`config.mk`:
```
export PLATFORM = sky130hd
export DESIGN_NAME = bus_xfer_sequencer
export DESIGN_NICKNAME = d
export VERILOG_FILES = /design/src/rtl/bus_pkg.sv /design/src/rtl/xfer_rr_arbiter.sv /design/src/rtl/bus_xfer_sequencer.sv
export SDC_FILE = /design/constraint.sdc
export NUM_CORES = 1
export LEC_CHECK = 0
export ABC_AREA = 1
export CAP_MARGIN = 20
export CELL_PAD_IN_SITES_DETAIL_PLACEMENT = 0
export CELL_PAD_IN_SITES_GLOBAL_PLACEMENT = 2
export CORE_MARGIN = 1.5
export CORE_UTILIZATION = 29
export DETAILED_ROUTE_END_ITERATION = 16
export DONT_BUFFER_PORTS = 1
export GPL_ROUTABILITY_DRIVEN = 0
export PLACE_DENSITY_LB_ADDON = 0.1
export SYNTH_ARGS = -nofsm -noshare
export SYNTH_HDL_FRONTEND = slang
export SYNTH_HIERARCHICAL = 1
export SYNTH_SLANG_ARGS = --single-unit
```
`constraint.sdc`:
```
create_clock -name clk -period 3 [get_ports clk]
set_clock_uncertainty 0.15 [all_clocks]
set_input_delay 0.6 -clock clk [delete_from_list [all_inputs] [get_ports clk]]
set_output_delay 0.6 -clock clk [all_outputs]
set_load 0.005 [all_outputs]
```
`src/rtl/bus_pkg.sv`:
```
// Shared encodings and command record for the register-to-register bus sequencer.
package bus_pkg;

    localparam logic [1:0] PART_L   = 2'b00;
    localparam logic [1:0] PART_H   = 2'b01;
    localparam logic [1:0] PART_W   = 2'b10;
    localparam logic [1:0] PART_BAD = 2'b11;

    // Index fields are carried at a fixed maximum width so the struct is not parameterized.
    localparam int IDX_W_MAX = 8;

    typedef struct packed {
        logic                 id;
        logic [IDX_W_MAX-1:0] src;
        logic [IDX_W_MAX-1:0] dst;
        logic [1:0]           spart;
        logic [1:0]           dpart;
    } xfer_cmd_t;

    // 8-bit parts mix freely; the 16-bit part only pairs with itself.
    function automatic logic parts_legal(input logic [1:0] sp, input logic [1:0] dp);
        return (sp != PART_BAD) && (dp != PART_BAD) && ((sp == PART_W) == (dp == PART_W));
    endfunction

endpackage

```
`src/rtl/xfer_rr_arbiter.sv`:
```
// Two-way round-robin arbiter with an eligibility mask; pointer flips away from each winner.
module xfer_rr_arbiter (
    input  logic       clk,
    input  logic       rst,
    input  logic [1:0] elig,
    input  logic       accept,
    output logic [1:0] grant,
    output logic       id,
    output logic       any
);

    logic rr;

    always_ff @(posedge clk) begin
        if (rst)
            rr <= 1'b0;
        else if (accept)
            rr <= ~id;
    end

    always_comb begin
        any   = |elig;
        id    = (elig == 2'b11) ? rr : elig[1];
        grant = 2'b00;
        if (any)
            grant = id ? 2'b10 : 2'b01;
    end

endmodule

```
`src/rtl/bus_xfer_sequencer.sv`:
```
// Two-stage (read, write) sequencer for register moves over the shared 16-bit internal bus.
module bus_xfer_sequencer
    import bus_pkg::*;
#(
    parameter int NREGS = 4,
    parameter int IW    = $clog2(NREGS)
) (
    input  logic              clk,
    input  logic              rst,
    input  logic [1:0]        req_valid,
    output logic [1:0]        req_ready,
    input  logic [2*IW-1:0]   req_src,
    input  logic [2*IW-1:0]   req_dst,
    input  logic [3:0]        req_spart,
    input  logic [3:0]        req_dpart,
    output logic [NREGS-1:0]  cs_h_out,
    output logic [NREGS-1:0]  cs_l_out,
    output logic [NREGS-1:0]  cs_16_out,
    output logic [NREGS-1:0]  cs_h_in,
    output logic [NREGS-1:0]  cs_l_in,
    output logic [NREGS-1:0]  cs_16_in,
    output logic              done,
    output logic              done_id,
    output logic              err,
    output logic              err_id
);

    xfer_cmd_t            cmd_in [2];
    xfer_cmd_t            sel_cmd;
    xfer_cmd_t            a_cmd;
    logic                 a_vld;
    logic                 b_vld;
    logic                 b_id;
    logic [IDX_W_MAX-1:0] b_dst;
    logic [1:0]           b_dpart;
    logic [1:0]           elig;
    logic [1:0]           grant;
    logic                 gid;
    logic                 gany;
    logic                 accept;
    logic                 sel_legal;
    logic [NREGS-1:0]     a_sel;
    logic [NREGS-1:0]     b_sel;

    // A requester reading the register currently being moved into must wait a cycle.
    always_comb begin
        for (int r = 0; r < 2; r++) begin
            cmd_in[r]       = '0;
            cmd_in[r].id    = 1'(r);
            cmd_in[r].src   = IDX_W_MAX'(req_src[r*IW +: IW]);
            cmd_in[r].dst   = IDX_W_MAX'(req_dst[r*IW +: IW]);
            cmd_in[r].spart = req_spart[2*r +: 2];
            cmd_in[r].dpart = req_dpart[2*r +: 2];
            elig[r] = req_valid[r] & ~(a_vld & (cmd_in[r].src == a_cmd.dst));
        end
    end

    xfer_rr_arbiter u_arb (
        .clk    (clk),
        .rst    (rst),
        .elig   (elig),
        .accept (accept),
        .grant  (grant),
        .id     (gid),
        .any    (gany)
    );

    assign accept    = gany & ~rst;
    assign req_ready = grant & {2{~rst}};
    assign sel_cmd   = cmd_in[gid];
    assign sel_legal = parts_legal(sel_cmd.spart, sel_cmd.dpart)
                     && (sel_cmd.src < IDX_W_MAX'(NREGS))
                     && (sel_cmd.dst < IDX_W_MAX'(NREGS));

    // Write stage keeps only the fields it needs to drive the destination strobe.
    always_ff @(posedge clk) begin
        if (rst) begin
            a_vld   <= 1'b0;
            a_cmd   <= '0;
            b_vld   <= 1'b0;
            b_id    <= 1'b0;
            b_dst   <= '0;
            b_dpart <= PART_L;
            err     <= 1'b0;
            err_id  <= 1'b0;
        end else begin
            b_vld   <= a_vld;
            b_id    <= a_cmd.id;
            b_dst   <= a_cmd.dst;
            b_dpart <= a_cmd.dpart;
            a_vld   <= accept & sel_legal;
            if (accept & sel_legal)
                a_cmd <= sel_cmd;
            err     <= accept & ~sel_legal;
            err_id  <= accept & ~sel_legal & gid;
        end
    end

    assign a_sel = NREGS'(1) << a_cmd.src;
    assign b_sel = NREGS'(1) << b_dst;

    always_comb begin
        cs_h_out  = '0;
        cs_l_out  = '0;
        cs_16_out = '0;
        cs_h_in   = '0;
        cs_l_in   = '0;
        cs_16_in  = '0;
        if (a_vld) begin
            case (a_cmd.spart)
                PART_L:  cs_l_out  = a_sel;
                PART_H:  cs_h_out  = a_sel;
                PART_W:  cs_16_out = a_sel;
                default: ;
            endcase
        end
        if (b_vld) begin
            case (b_dpart)
                PART_L:  cs_l_in  = b_sel;
                PART_H:  cs_h_in  = b_sel;
                PART_W:  cs_16_in = b_sel;
                default: ;
            endcase
        end
    end

    assign done    = b_vld;
    assign done_id = b_vld & b_id;

endmodule

```
==> results.ini <==
[power_and_ir_drop]
p_per_area_nw_per_um2 = 447
seqPwrFrac = 0.554
p_sw_w = 0.000154
p_comb_frac = 0.189
peakVddDrop_uv = 104
p_int_w = 0.000354
p_leak_nw = 0.538
switching_share = 0.303
pwr-share-clk = 0.257

[synth]
synth_cells = 173
ys_ff_latch = 19
synth.avg_cell_area_um2 = 6.08
ys_seq_area_frac = 0.362
synth_area_um2 = 1050
syn_nets = 193
yosysWarnings = 6
synth.distinct_cells = 20

[routing]
drc = 0
drtIter0Drc = 20
wl_per_cell_um = 11.1
detail-route-antenna-nets = 0
vias = 995
drt-total-wl_um = 2490
viasPerCell = 4.46
first_pass_iters = 4

[floorplan]
row_count = 21
core_um2 = 3420
initial_utilization = 0.308
io_pins = 50
die_h_um = 63.2
fp.dieArea_um2 = 3990
dieWidth_um = 63.2

[worst_setup_path]
required_ns = 3.04
cp_slowest_stage_delay_ns = 0.44
worstSetupPathType = reg2reg
cpMostUsedCell = nand2_1
critPathLaunchType = flop
critPathSlowestCell = dfxtp_1
cp_max_fo = 9
crit_path_end_kind = flop
crit_chain = inv_1 -> a21oi_1 -> o211ai_1 -> o21a_1 -> a21oi_1 -> buf_4 -> inv_4 -> nand2_1 -> nand2_1 -> nor2_1 -> nand2_1 -> nand2_4 -> nand2_4 -> nand2_1 -> o21ai_1
arrival_ns = 2.42

[cells_and_area]
fin_nets = 198
drive_gt1_frac = 0.0791
n_antenna_cell = 0
multi_input_area_um2 = 536
area_growth_pct = 7.98
ff_latch_area_um2 = 380
fillCellCount = 400
fin_area_um2 = 1130

[run]
drv_cap = 0

[clock_network]
cts_tree = built
clockRootBuffer = clkbuf_4
clkLatencyLatePin_ns = 0.30
clk_pin_slew_ns = 0.11
clock-sinks = 19
cts_hold_buf = 0
cts_inserted_buffers = 3
cts_resized = 0
cts_max_path_buffers = 2
h-tree-depth = 1
post_cts_buffers = 0

[grt]
grt-ovfl-total = 0
grt_use_total = 0.127
antenna_found_initial = 0
grt_max_degree = 12
grt_first_pass_wirelength_um = 4030
grt_pass1_vias = 899

[place]
port_buffers = 0
place_ws_ns = 0.506
postPlaceCellArea_um2 = 1110
dp_hpwl_um = 2060

[min_path]
hold_class = in2reg

[timing]
period_minus_slack_ns = 2.37
hold_viol_final = 0
worst_hold_slack_ns = 0.210
tightest_slew_ns = 0.451
worst_slack_ns = 0.627
layout_worst_path_cycle_share = 0.791
final.setup.tns_ns = 0
slew_headroom = 0.699
rsz0062_at_grt = no
drv_slew = 0
fmax_mhz = 421
setup_viol = 0

[outcome]
status = completed

[worst paths after layout]
| check | start | endpoint | slack (ns) | cells past startpoint |
|---|---|---|---|---|
| hold reg to reg | a_cmd[0]$_SDFFE_PP0P_ | b_dpart[0]$_SDFF_PP0_ | 0.28 | 2 |
| hold / removal | rst | done$_SDFF_PP0_ | 0.21 | 1 |
| setup / recovery | a_vld$_SDFF_PP0_ | a_cmd[20]$_SDFFE_PP0P_ | 0.63 | 15 |
| setup reg to reg | a_vld$_SDFF_PP0_ | a_cmd[20]$_SDFFE_PP0P_ | 0.63 | 15 |
[synth_stat cells]
cell type	instances	area share
mux2i_1	2	0.019
inv_4	1	0.0060
dfxtp_1	19	0.36
o22ai_1	1	0.0060
nor2_2	2	0.012
clkbuf_1	1	0.0036
a21oi_1	6	0.029
nand2_4	2	0.021
clkinv_4	1	0.0083
inv_1	27	0.096
o21a_1	2	0.014
nand3_1	13	0.062
nor3_1	1	0.0048
o21ai_1	1	0.0048
o211ai_1	1	0.0071
nand2_2	2	0.012
nand2_1	50	0.18
inv_2	1	0.0036
buf_6	1	0.011
nor2_1	39	0.14
[routing by layer]
layer,up-vias,part of all wire,track usage,wire length (um)
met3,2,0.066,0.0214,165
met1,422,0.49,0.160,1210
met5,-,0,0,0
li1,527,-,-,-
met2,44,0.44,0.209,1080
met4,0,0.011,0.0625,27
[state kept, by name, indices dropped and copies added, names as in the netlist]
register and count:
done 1, u_arb/rr 1, err 1, a_vld 1, err_id 1, b_id 1
a_cmd 9, b_dpart 2, b_dst 2
[critical path: cells and delay by family (launching register included)]
family / cells / cell delay, ns
AND/OR/NAND/NOR: 7 / 0.66
AO/OA/AOI/OAI: 5 / 0.68
buffers and inverters: 3 / 0.34
flip-flops: 1 / 0.44
[final cells by class]
cell class	instances	share of cell area
sequential	19	0.335
clock buffer	4	0.0232
multi-input combinational	122	0.472
timing repair buffer	2	0.0132
tap	46	0.0507
inverter	30	0.106
[through the flow]
stage	utilization	total power [W]	instances
after floorplan	-	0.000365	173
after global placement	0.325	0.000383	219
after detailed placement	0.325	0.000384	219
after CTS	0.332	0.000510	223
after global routing	0.332	0.000538	223
final	0.332	0.000507	223
[cells by family after synthesis]
kind of cell / Yosys count / share of synthesized area
simple gates: 109 / 0.430
compound gates: 11 / 0.0607
mux: 2 / 0.0190
buf+inv: 32 / 0.129
flops: 19 / 0.362
[power groups by stage]
stage / Combinational, W / Sequential, W / Clock, W
2_1_floorplan: 0.0000817 / 0.000283 / 0
3_3_place_gp: 0.0000961 / 0.000287 / 0
3_5_place_dp: 0.0000970 / 0.000287 / 0
4_1_cts: 0.0000972 / 0.000281 / 0.000131
5_1_grt: 0.000112 / 0.000284 / 0.000142
6_report: 0.0000959 / 0.000281 / 0.000131
[cells in the final DEF (no fill, tap or decap), drive strengths merged]
cell / Yosys / routed
inv: 29 / 29
nor3: 1 / 1
clkinv: 1 / 1
buf: 1 / 2
o211ai: 1 / 1
nand3: 13 / 13
dfxtp: 19 / 19
a21oi: 6 / 6
o21ai: 1 / 1
nor2: 41 / 41
o21a: 2 / 2
clkbuf: 1 / 4
o22ai: 1 / 1
mux2i: 2 / 2
nand2: 54 / 54
Power figures use the tool's default switching activity.
